File: config.mk
export PLATFORM = sky130hd
export DESIGN_NAME = product_accumulator_flat
export DESIGN_NICKNAME = d
export VERILOG_FILES = /design/src/rtl/product_accumulator_if.sv /design/src/rtl/product_accumulator.sv /design/src/flat_wrapper.sv
export SDC_FILE = /design/constraint.sdc
export NUM_CORES = 1
export LEC_CHECK = 0
export CAP_MARGIN = 40
export CORE_ASPECT_RATIO = 1.5
export CORE_MARGIN = 2
export CORE_UTILIZATION = 48
export CTS_CLUSTER_SIZE = 40
export DETAILED_ROUTE_END_ITERATION = 10
export HOLD_SLACK_MARGIN = 0.12
export PLACE_DENSITY = 0.74
export SYNTH_ARGS = -nofsm -noshare
export SYNTH_HDL_FRONTEND = slang
export SYNTH_SLANG_ARGS = --single-unit
File: constraint.sdc
create_clock -name clk -period 2.2 [get_ports clk]
set_clock_uncertainty 0.05 [all_clocks]
set_input_delay 0.44 -clock clk [delete_from_list [all_inputs] [get_ports clk]]
set_output_delay 0.44 -clock clk [all_outputs]
set_load 0.01 [all_outputs]
File: src/rtl/product_accumulator_if.sv
// ----------------------------------------------------------------------------
// product_accumulator_if
//
// Bundles the two handshakes of the product accumulator.
//   Input side  : in_valid/in_ready carry one unsigned product (in_prod) per
//                 beat; in_last marks the final beat of a block.
//   Output side : out_valid/out_ready carry one block result (out_sum,
//                 out_count, out_ovf).
//
// Handshake rule (both sides): a transfer happens on a rising clock edge
// where valid and ready are both 1. The sender holds its payload and valid
// stable until that edge. ready may be asserted before valid.
//
// Modports
//   master : the producer/consumer side (drives in_*, out_ready)
//   slave  : the accumulator (drives in_ready, out_*)
// ----------------------------------------------------------------------------
interface product_accumulator_if #(
    parameter int PW  = 16,
    parameter int AW  = 24,
    parameter int LEN = 4
);
    localparam int CW = $clog2(LEN + 1);

    logic          in_valid;
    logic          in_ready;
    logic [PW-1:0] in_prod;
    logic          in_last;

    logic          out_valid;
    logic          out_ready;
    logic [AW-1:0] out_sum;
    logic [CW-1:0] out_count;
    logic          out_ovf;

    modport master (
        output in_valid, in_prod, in_last, out_ready,
        input  in_ready, out_valid, out_sum, out_count, out_ovf
    );

    modport slave (
        input  in_valid, in_prod, in_last, out_ready,
        output in_ready, out_valid, out_sum, out_count, out_ovf
    );
endinterface

File: src/rtl/product_accumulator.sv
// ----------------------------------------------------------------------------
// product_accumulator
//
// Sums blocks of up to LEN unsigned PW-bit products into an AW-bit
// accumulator and presents each block total on a held output handshake.
// A block ends on an accepted beat with in_last=1 or on the LEN-th beat.
//
// Ports
//   clk         : clock, all state changes on the rising edge
//   rst         : asynchronous active-high reset
//   clr         : synchronous block abort (ignored while a result is held)
//   bus         : product_accumulator_if.slave (input and output handshakes)
//   dbg_state_o : current FSM state (0 = ACC, 1 = HOLD)
//
// Configuration macro
//   PRODUCT_ACC_SAT_EN : when defined the accumulator saturates at 2^AW-1 on
//                        overflow; otherwise it wraps modulo 2^AW. out_ovf
//                        reports the overflow in both builds.
// ----------------------------------------------------------------------------
module product_accumulator #(
    parameter int PW  = 16,
    parameter int AW  = 24,
    parameter int LEN = 4
) (
    input  logic                   clk,
    input  logic                   rst,
    input  logic                   clr,
    product_accumulator_if.slave   bus,
    output logic                   dbg_state_o
);
    localparam int CW = $clog2(LEN + 1);

    typedef enum logic [0:0] {
        ACC  = 1'b0,
        HOLD = 1'b1
    } state_t;

    state_t        state_q;
    logic [AW-1:0] acc_q;
    logic [CW-1:0] cnt_q;
    logic          ovf_q;

    logic          out_valid_q;
    logic [AW-1:0] out_sum_q;
    logic [CW-1:0] out_count_q;
    logic          out_ovf_q;

    logic [AW-1:0] acc_d;
    logic [CW-1:0] cnt_d;
    logic          ovf_d;
    logic [AW:0]   sum_w;
    logic          carry;
    logic          in_fire;
    logic          last_beat;

    // Ready depends on state and reset only, never on out_ready.
    assign bus.in_ready  = (state_q == ACC) && !rst;
    assign in_fire       = bus.in_valid && bus.in_ready;

    // One extra bit catches the carry out of the accumulator.
    assign sum_w = {1'b0, acc_q} + {{(AW + 1 - PW){1'b0}}, bus.in_prod};
    assign carry = sum_w[AW];

    always_comb begin
        acc_d = sum_w[AW-1:0];
`ifdef PRODUCT_ACC_SAT_EN
        // Once clamped the accumulator stays at full scale for the block.
        if (carry || ovf_q) begin
            acc_d = {AW{1'b1}};
        end
`endif
        ovf_d = ovf_q | carry;
        cnt_d = cnt_q + CW'(1);
    end

    assign last_beat = bus.in_last || (cnt_q == CW'(LEN - 1));

    always_ff @(posedge clk or posedge rst) begin
        if (rst) begin
            state_q     <= ACC;
            acc_q       <= '0;
            cnt_q       <= '0;
            ovf_q       <= 1'b0;
            out_valid_q <= 1'b0;
            out_sum_q   <= '0;
            out_count_q <= '0;
            out_ovf_q   <= 1'b0;
        end else begin
            case (state_q)
                ACC: begin
                    if (clr) begin
                        // Abort wins over a beat offered in the same cycle.
                        acc_q <= '0;
                        cnt_q <= '0;
                        ovf_q <= 1'b0;
                    end else if (in_fire) begin
                        acc_q <= acc_d;
                        cnt_q <= cnt_d;
                        ovf_q <= ovf_d;
                        if (last_beat) begin
                            out_sum_q   <= acc_d;
                            out_count_q <= cnt_d;
                            out_ovf_q   <= ovf_d;
                            out_valid_q <= 1'b1;
                            state_q     <= HOLD;
                        end
                    end
                end
                HOLD: begin
                    // clr is deliberately ignored here: a held result is
                    // only released by the consumer.
                    if (bus.out_ready) begin
                        acc_q       <= '0;
                        cnt_q       <= '0;
                        ovf_q       <= 1'b0;
                        out_valid_q <= 1'b0;
                        state_q     <= ACC;
                    end
                end
                default: state_q <= ACC;
            endcase
        end
    end

    assign bus.out_valid = out_valid_q;
    assign bus.out_sum   = out_sum_q;
    assign bus.out_count = out_count_q;
    assign bus.out_ovf   = out_ovf_q;
    assign dbg_state_o   = state_q;

endmodule

File: src/flat_wrapper.sv
// flat-port wrapper written by rule: the top's interface ports become plain ports
module product_accumulator_flat 
#(
    parameter int PW  = 16,
    parameter int AW  = 24,
    parameter int LEN = 4
)
  (clk, rst, clr, dbg_state_o, bus_in_valid, bus_in_prod, bus_in_last, bus_out_ready, bus_in_ready, bus_out_valid, bus_out_sum, bus_out_count, bus_out_ovf);
  product_accumulator_if #(.PW(PW), .AW(AW), .LEN(LEN)) bus_i ();
  input  logic clk;
  input  logic rst;
  input  logic clr;
  output logic dbg_state_o;
  input wire logic [$bits(bus_i.in_valid)-1:0] bus_in_valid;
  input wire logic [$bits(bus_i.in_prod)-1:0] bus_in_prod;
  input wire logic [$bits(bus_i.in_last)-1:0] bus_in_last;
  input wire logic [$bits(bus_i.out_ready)-1:0] bus_out_ready;
  output wire logic [$bits(bus_i.in_ready)-1:0] bus_in_ready;
  output wire logic [$bits(bus_i.out_valid)-1:0] bus_out_valid;
  output wire logic [$bits(bus_i.out_sum)-1:0] bus_out_sum;
  output wire logic [$bits(bus_i.out_count)-1:0] bus_out_count;
  output wire logic [$bits(bus_i.out_ovf)-1:0] bus_out_ovf;
  assign bus_i.in_valid = bus_in_valid;
  assign bus_i.in_prod = bus_in_prod;
  assign bus_i.in_last = bus_in_last;
  assign bus_i.out_ready = bus_out_ready;
  assign bus_in_ready = bus_i.in_ready;
  assign bus_out_valid = bus_i.out_valid;
  assign bus_out_sum = bus_i.out_sum;
  assign bus_out_count = bus_i.out_count;
  assign bus_out_ovf = bus_i.out_ovf;
  product_accumulator #(.PW(PW), .AW(AW), .LEN(LEN)) u_core (.clk(clk), .rst(rst), .clr(clr), .bus(bus_i), .dbg_state_o(dbg_state_o));
endmodule
==> results of run 1 <==
[sequential cells by signal (all words and copies together), names as in the netlist]
register and cells:
u_core.acc_q 24, u_core.bus.out_sum 24, u_core.bus.out_count 3, u_core.cnt_q 3, u_core.bus.out_ovf 1, u_core.bus.out_valid 1
u_core.dbg_state_o 1, u_core.ovf_q 1
[per-layer routing]
layer | vias up | wire length (um) | GRT usage (%)
met5 | - | 0 | 0
met4 | 0 | 331 | 12.4
met3 | 31 | 407 | 5.88
met2 | 108 | 5010 | 42.5
met1 | 1498 | 3590 | 27.3
li1 | 1458 | - | -
[cell type report]
class	instances	area (sq um)
fill	420	1590
tap	76	95.1
sequential	58	1450
clock inverter	2	12.5
multi-input combinational	261	2130
inverter	6	22.5
clock buffer	13	159
timing repair buffer	118	1070
[stage by stage]
step	utilization, %	setup WS, ns	power (mW)	cell area (sq um)
floorplan	-	-0.210	1.83	3290
global placement	65.1	-0.781	2.33	4250
detailed placement	65.1	-0.840	2.35	4250
CTS	72.8	-0.172	3.33	4750
global route	75.7	-0.295	3.56	4940
finish	75.7	-0.214	3.40	4940
[critical path, delay by kind of cell (launching register included)]
family,cells,cell delay (ns)
AO/OA/AOI/OAI,6,1.01
adder cells (fa/ha/maj),2,0.54
buffers and inverters,1,0.15
flip-flops,1,0.41
AND/OR/NAND/NOR,1,0.13
[final timing paths]
kind                                      endpoint  slack, ns  cells after the start
max in group asynchronous          u_core.acc_q[1]       1.37                      3
min                        u_core.bus.out_count[2]       0.42                      2
min reg2reg                u_core.bus.out_count[2]       0.42                      2
min in group asynchronous    u_core.bus.out_sum[2]       0.47                      3
max reg2reg                       u_core.acc_q[22]      -0.21                     10
max                               u_core.acc_q[22]      -0.21                     10
[where the power goes]
part | total [mW] | leakage (nW) | switching (mW) | internal [mW]
Combinational | 1.20 | 1.36 | 0.547 | 0.651
Sequential | 1.32 | 0.767 | 0.102 | 1.22
Clock | 0.879 | 0.0855 | 0.417 | 0.462
[cell families (layout without fill, tap and decap cells)]
kind of cell / count (synthesis) / count (layout) / share of synthesized area, %
adders and majority gates: 19 / 19 / 7.53
xor gates and xnor gates: 19 / 19 / 5.11
and+or+nand+nor: 115 / 115 / 16.4
muxes: 5 / 5 / 1.73
DFF: 58 / 58 / 44.5
AOI/OAI and AO/OA: 103 / 103 / 21.2
buffers and inverters: 25 / 139 / 3.57
[layout by cell type (no fill, tap or decap), types with 5 or more instances in the layout]
cell type and n:
clkdlybuf4s50_1 38, nand2_1 64, o21ai_0 15, xnor2_1 7, a21oi_2 7, ha_4 14, nor2_1 10, dlygate4sd2_1 11
xnor2_2 6, a31oi_1 6, inv_1 5, clkbuf_8 11, buf_4 60, a22o_1 14, or3_1 5, dfrtp_1 57
nand3_1 10, o21ai_1 13, a21oi_1 16
[repair_timing]
| action | CTS | global route |
|---|---|---|
| pin swaps | 36 | 25 |
| setup endpoints to repair | 38 | 33 |
| resized for setup | 57 | 30 |
| setup buffers | 12 | 5 |
==> results.cfg, run 1 <==
[critical_path]
worstSetupPathType = reg -> reg
reg2reg_from = u_core.acc_q[0]
crit_slowest_cell = dfrtp_1
path_cells = ha_4 -> fa_2 -> a21o_1 -> a221o_1 -> nand4_1 -> a21oi_2 -> buf_4 -> o21ba_4 -> a21oi_2 -> a31oi_1
crit_top_cell = a21oi_2
critPathCaptureType = flip-flop
cp.required_ns = 2.37
timing.critical_path.fanout_max = 3
crit_start = u_core.acc_q[0]
start_kind = flip-flop
critPathMaxStageDelay_ns = 0.41
worstPathArrival_ns = 2.58

[global_route]
grt_pass1_vias = 3147
antenna_found_initial = 0
grt-ovfl-total = 0
track_usage_pct = 24.5
grt_pass1_wl_mm = 14.3
grt_max_degree = 59

[sta]
tightest_slew_ns = 0.302
grt_setup_unrepaired = true
setup_tns_ns = -2.55
finalSetupViolCount = 19
period_share_pct = 110
max_freq_mhz = 414
slew_headroom_pct = 79.6
finalCriticalPeriod_ns = 2.41
hold_violations = 0
drv_slew = 0
setup_slack_ns = -0.214
finalHoldWorstSlack_ns = 0.425

[yosys]
ys_ff_latch = 58
ys_types = 50
avgSynthCellArea_sq_um = 9.47
syn_inst = 344
synth_edf_count = 0
synth_area_leaders = dfrtp_1 (45%), nand2_1 (7.5%), ha_1 (6.9%)
synth_fp_nets = 385
yosysWarnings = 0
synth_area_sq_um = 3260
async_flop_share_pct = 100
yosys.cell_count.top_type = nand2_1
synth_flop_cell = dfrtp_1
yosys.area.top_type = dfrtp_1
ys_seq_area_share_pct = 44.5
ys_top_cells_by_count = nand2_1 (65), dfrtp_1 (58), o21ai_0 (28), a21oi_1 (21), ha_1 (18)
synth_top_area_share_pct = 44.5

[worst_hold_path]
hold_path.startpoint = u_core.bus.out_count[2]
hold_path_class = reg -> reg

[cts]
cts_tree = yes
cts.path.max_buffers = 2
cts_buffers = 9
clkLatencyLatePin_ns = 0.35
htreeDepth = 3
hold_buffers = 0
clock_sinks = 58
clkTransAtPathRegs_ns = 0.06
cts_root_buf = clkbuf_8

[floorplan]
ioPinCount = 53
die_w_um = 71.3
core-area_sq_um = 6530
die_height_um = 105
rows = 36
die_area_sq_um = 7480
start_util_pct = 49.9

[route]
via_count = 3095
drt_wl_total_mm = 9.34
drtIter0Drc = 241
drc = 0
wl_per_cell_um = 17.5
first_pass_iters = 4
ant_nets = 0
vias_per_cell = 5.80

[outcome]
violations = negative setup slack
outcome = finished with violations

[placement]
portBuffers = 52
place.gp.congestion = 0.884
placed_cells_incl_taps = 504
hpwlAfterDp_mm = 5.97

[job]
drv_cap = 0

[final_layout]
layout-drive-gt1-share_pct = 32.5
final_cells = 534
layout.nets = 495
syn2layout_area_growth_pct = 51.7
insertedDiodeCount = 0

[power_and_ir_drop]
ir_worst_vdd_mv = 0.470
power.density_nw_per_um2 = 688
power_leakage_nw = 2.21
Power figures use the tool's default switching activity.
==> run 2: changes to the inputs <==
==> constraint.sdc (replaced) <==
create_clock -name clk -period 2.2 [get_ports clk]
set_clock_uncertainty 0.05 [all_clocks]
set_input_delay 0.22 -clock clk [delete_from_list [all_inputs] [get_ports clk]]
set_output_delay 0.22 -clock clk [all_outputs]
set_load 0.01 [all_outputs]
==> run 2 against run 1 <==
  * The flow still finishes with violations (negative setup slack)
  * Clock-buffer cell count decreased by 1
  * Wire length fell by 7.8%
  * Non-clock buffer count decreased by 1
  * Die area stayed put
  * Register-to-register slack improved by 0.04 ns
  * Maximum frequency up 1.7%
  * Flip-flop and latch count unchanged
  * Sequential power about the same
  * Sequential share of layout area rose by 1.1 points
==> results.cfg, run 2 (synthesis results as in run 1) <==
[cts]
clkTransAtPathRegs_ns = 0.06
hold_buffers = 0
clkLatencyLatePin_ns = 0.35
cts_root_buf = clkbuf_8
cts_buffers = 9
htreeDepth = 3
clock_sinks = 58
cts_tree = yes
cts.path.max_buffers = 2

[sta]
setup_slack_ns = -0.173
finalCriticalPeriod_ns = 2.37
hold_violations = 0
grt_setup_unrepaired = true
tightest_slew_ns = 0.342
drv_slew = 0
finalSetupViolCount = 20
max_freq_mhz = 421
period_share_pct = 108
slew_headroom_pct = 76.9

[floorplan]
rows = 36
start_util_pct = 49.9
core-area_sq_um = 6530
die_height_um = 105
die_area_sq_um = 7480
ioPinCount = 53
die_w_um = 71.3

[global_route]
track_usage_pct = 23.9
grt_pass1_vias = 3058
grt-ovfl-total = 0
grt_pass1_wl_mm = 14.1
grt_max_degree = 59
antenna_found_initial = 0

[critical_path]
start_kind = flip-flop
crit_start = u_core.acc_q[0]
worstPathArrival_ns = 2.56
timing.critical_path.fanout_max = 6
cp.required_ns = 2.38
worstSetupPathType = reg -> reg
reg2reg_from = u_core.acc_q[0]
critPathCaptureType = flip-flop

[placement]
portBuffers = 52
detailedPlace.worstSlack_ns = -0.557
hpwlAfterDp_mm = 5.68
place.gp.congestion = 0.899

[route]
drtIter0Drc = 220
first_pass_iters = 4
ant_nets = 0
wl_per_cell_um = 16.2
via_count = 3024
drt_wl_total_mm = 8.61
vias_per_cell = 5.67
drc = 0

[final_layout]
syn2layout_area_growth_pct = 46.3
layout-drive-gt1-share_pct = 29.1
insertedDiodeCount = 0
layout.nets = 494
final_cell_mix = nand2_1 (64), buf_4 (63), dfrtp_1 (58)
final_core_util_pct = 73.0
mostFrequentLayoutCell = nand2_1

[outcome]
violations = negative setup slack
outcome = finished with violations

[power_and_ir_drop]
ir_worst_vdd_mv = 0.431
power.density_nw_per_um2 = 703
power_leakage_nw = 2.14
total_power_mw = 3.35

[job]
drv_cap = 0

[worst_hold_path]
hold_path_class = in -> async
run 2: cell types whose count changed in the layout (fill, tap and decap cells not counted), moves of 3 or more:
cell | previous run | this run
clkdlybuf4s50_1 | 38 | 52
dlygate4sd2_1 | 11 | 0
o21ai_0 | 15 | 21
o21ai_1 | 13 | 8
ha_4 | 14 | 10
buf_4 | 60 | 63
dlymetal6s2s_1 | 3 | 0
ha_1 | 4 | 7
xnor2_1 | 7 | 10
xnor2_2 | 6 | 3
run 2: power by group:
| part | total, mW | switching (mW) | internal [mW] |
|---|---|---|---|
| clock network | 0.884 | 0.426 | 0.458 |
| registers | 1.33 | 0.108 | 1.22 |
| logic | 1.14 | 0.504 | 0.634 |
run 2: layout make-up:
cell class              count  area [sq um]
well taps                  76          95.1
repair buffers            117          1030
clock inverters             3          15.0
inverters                   6          22.5
clock buffers              12           155
flip-flops and latches     58          1450
fillers                   462          1770
multi-input cells         261          1990
run 2: final timing paths:
kind,slack [ns],depth (start not counted),endpoint
worst max register to register,-0.17,9,u_core.bus.out_ovf
worst min register to register,0.42,2,u_core.bus.out_sum[14]
worst min-delay path,0.25,3,u_core.bus.out_valid
worst max-delay path,-0.17,9,u_core.bus.out_ovf
max in group asynchronous,1.59,3,u_core.bus.out_sum[18]
min in group clk,0.42,2,u_core.bus.out_sum[14]
run 2: layer usage:
metal	track usage (%)	vias up	part of all wire (%)
met5	0	-	0
met3	5.01	19	4.5
met2	39.6	89	52
met4	12.7	0	2.9
met1	28.6	1476	40
li1	-	1440	-
run 2: timing repair:
item	4_1_cts	5_1_grt
pin swaps	7	27
endpoints found under the hold margin	0	0
endpoints found under the setup margin	30	35
resized for setup	19	31
buffers inserted	7	4
run 2: through the flow:
| step | setup TNS, ns | instances | hold slack, ns | instance area [sq um] |
|---|---|---|---|---|
| after global routing | -4.48 | 533 | 0.311 | 4770 |
| after detailed placement | -13.95 | 507 | 0.412 | 4220 |
| after CTS | -1.93 | 529 | 0.261 | 4600 |
| after global placement | -12.65 | 507 | 0.407 | 4220 |
| final | -1.82 | 533 | 0.255 | 4770 |
| after floorplan | -0.655 | 344 | 0.341 | 3270 |
run 2: worst max-delay path, cell delays in order (launching register included):
cell	delay, ns
dfrtp_1	0.38
ha_2	0.19
fa_2	0.34
a21o_1	0.19
a221o_1	0.34
nand4_1	0.13
a21oi_2	0.10
or2_4	0.30
a31oi_1	0.18
o21ai_1	0.09
==> patch: new RTL, config.mk and constraints of run 2 <==
`LEN` is set to 4 in 3 places; all go to 8.
--- a/src/rtl/product_accumulator_if.sv
+++ b/src/rtl/product_accumulator_if.sv
@@ -18,7 +18,7 @@
 interface product_accumulator_if #(
     parameter int PW  = 16,
     parameter int AW  = 24,
-    parameter int LEN = 4
+    parameter int LEN = 8
 );
     localparam int CW = $clog2(LEN + 1);
 
--- a/src/rtl/product_accumulator.sv
+++ b/src/rtl/product_accumulator.sv
@@ -20,7 +20,7 @@
 module product_accumulator #(
     parameter int PW  = 16,
     parameter int AW  = 24,
-    parameter int LEN = 4
+    parameter int LEN = 8
 ) (
     input  logic                   clk,
     input  logic                   rst,
--- a/src/flat_wrapper.sv
+++ b/src/flat_wrapper.sv
@@ -3,7 +3,7 @@
 #(
     parameter int PW  = 16,
     parameter int AW  = 24,
-    parameter int LEN = 4
+    parameter int LEN = 8
 )
   (clk, rst, clr, dbg_state_o, bus_in_valid, bus_in_prod, bus_in_last, bus_out_ready, bus_in_ready, bus_out_valid, bus_out_sum, bus_out_count, bus_out_ovf);
   product_accumulator_if #(.PW(PW), .AW(AW), .LEN(LEN)) bus_i ();
Interface: changed (resized bus_out_count); port bits go from 53 to 54. No check against the original RTL was run, so the function may have changed too.
==> patch against run 2 <==
- the run still ends with setup timing left
- synthesized area grew 9.6%
- die area is 9.1% higher
- hold slack lost 0.0081 ns
- sequential cell count is 2 higher
- power rose by 5.6%
- setup slack worse by 0.060 ns
- final cell count grew 16%
- routed wire length rose by 16%
- synthesized cell count grew 15%
- cell area increased by 9.5%
- critical endpoint is now u_core.bus.out_sum[14]$_DFFE_PP0P_
- largest power group unchanged
==> patch: results (changes against run 2) <==
Total Routing Usage GR=25.9% (was 23.9%); largest net degree at the start of global routing=61 (was 59); number of global-route vias before repair=3501 (was 3058); status=complete, but fails checks (unchanged); share of cells above drive strength 1=25.4% (was 29.1%); pre-CTS WS=-0.548 ns (was -0.557 ns); cell family with most CP delay=adder cells (was compound AO/OA/AOI/OAI gates); placed cell count=594 (was 507); Setup TNS=-2.43 ns (was -1.82 ns); failing checks=setup timing (unchanged); IO Port Bufs=53 (was 52); buffering overhead=21.3% (was 21.7%); Sink Count=60 (was 58); Routability Congestion=0.843 (was 0.899); Max FO, Critical Path=2 (was 6); met3 wire len=393 um (was 386 um); Slew @ Worst Pin=0.499 ns (was 0.342 ns); Nets=552 (was 494); number of multi-input logic gates=305 (was 261); VDD IR max=0.419 mV (was 0.431 mV); inverters=11 (was 6); routed length on met2=5.31 mm (was 4.51 mm); Iteration-0 DRC Markers=164 (was 220); sequential-to-total area share from yosys stat=42.1% (was 44.5%); Clock buf/inv share=3.53% (was 3.57%); Buffers excl. clock=125 (was 117); final instance area=5220 sq um (was 4770 sq um); syn_nets=434 (was 385); Final setup viols=23 (was 20); Register Area=1500 sq um (was 1450 sq um); average wire per standard cell=16.2 um (about the same); Area after DPL=4700 sq um (was 4220 sq um); die area=8160 sq um (was 7480 sq um); Finished Layout Cells=616 (was 533); Filler Cell Count=541 (was 462); setup slack after layout=-0.233 ns (was -0.173 ns)
## patch: cell count changes after synthesis, moves of 6 or more
cell	before	now
a22o_1	14	3
nand4_1	3	9
o21ai_0	28	37
xnor2_1	13	7
nor3_1	0	6
a21oi_1	21	15
clkbuf_1	9	16
o211ai_1	0	8
## patch: routing by layer
layer,GRT usage [%],up-vias
met2,44.3,82
li1,-,1692
met1,29.8,1731
met3,5.96,32
met5,0,-
met4,12.9,0
## patch: power by group through the flow
stage / logic, uW / registers (uW) / clock network, uW
floorplan: 480 / 1400 / 0
global placement: 1070 / 1350 / 0
detailed placement: 1090 / 1360 / 0
CTS: 1140 / 1340 / 993
global route: 1340 / 1360 / 1050
finish: 1220 / 1340 / 976
## patch: repair_timing
item,4_1_cts,5_1_grt
pin swaps,4,28
endpoints found under the setup margin,32,34
cloned,1,0
resized for setup,19,29
buffers inserted,2,4
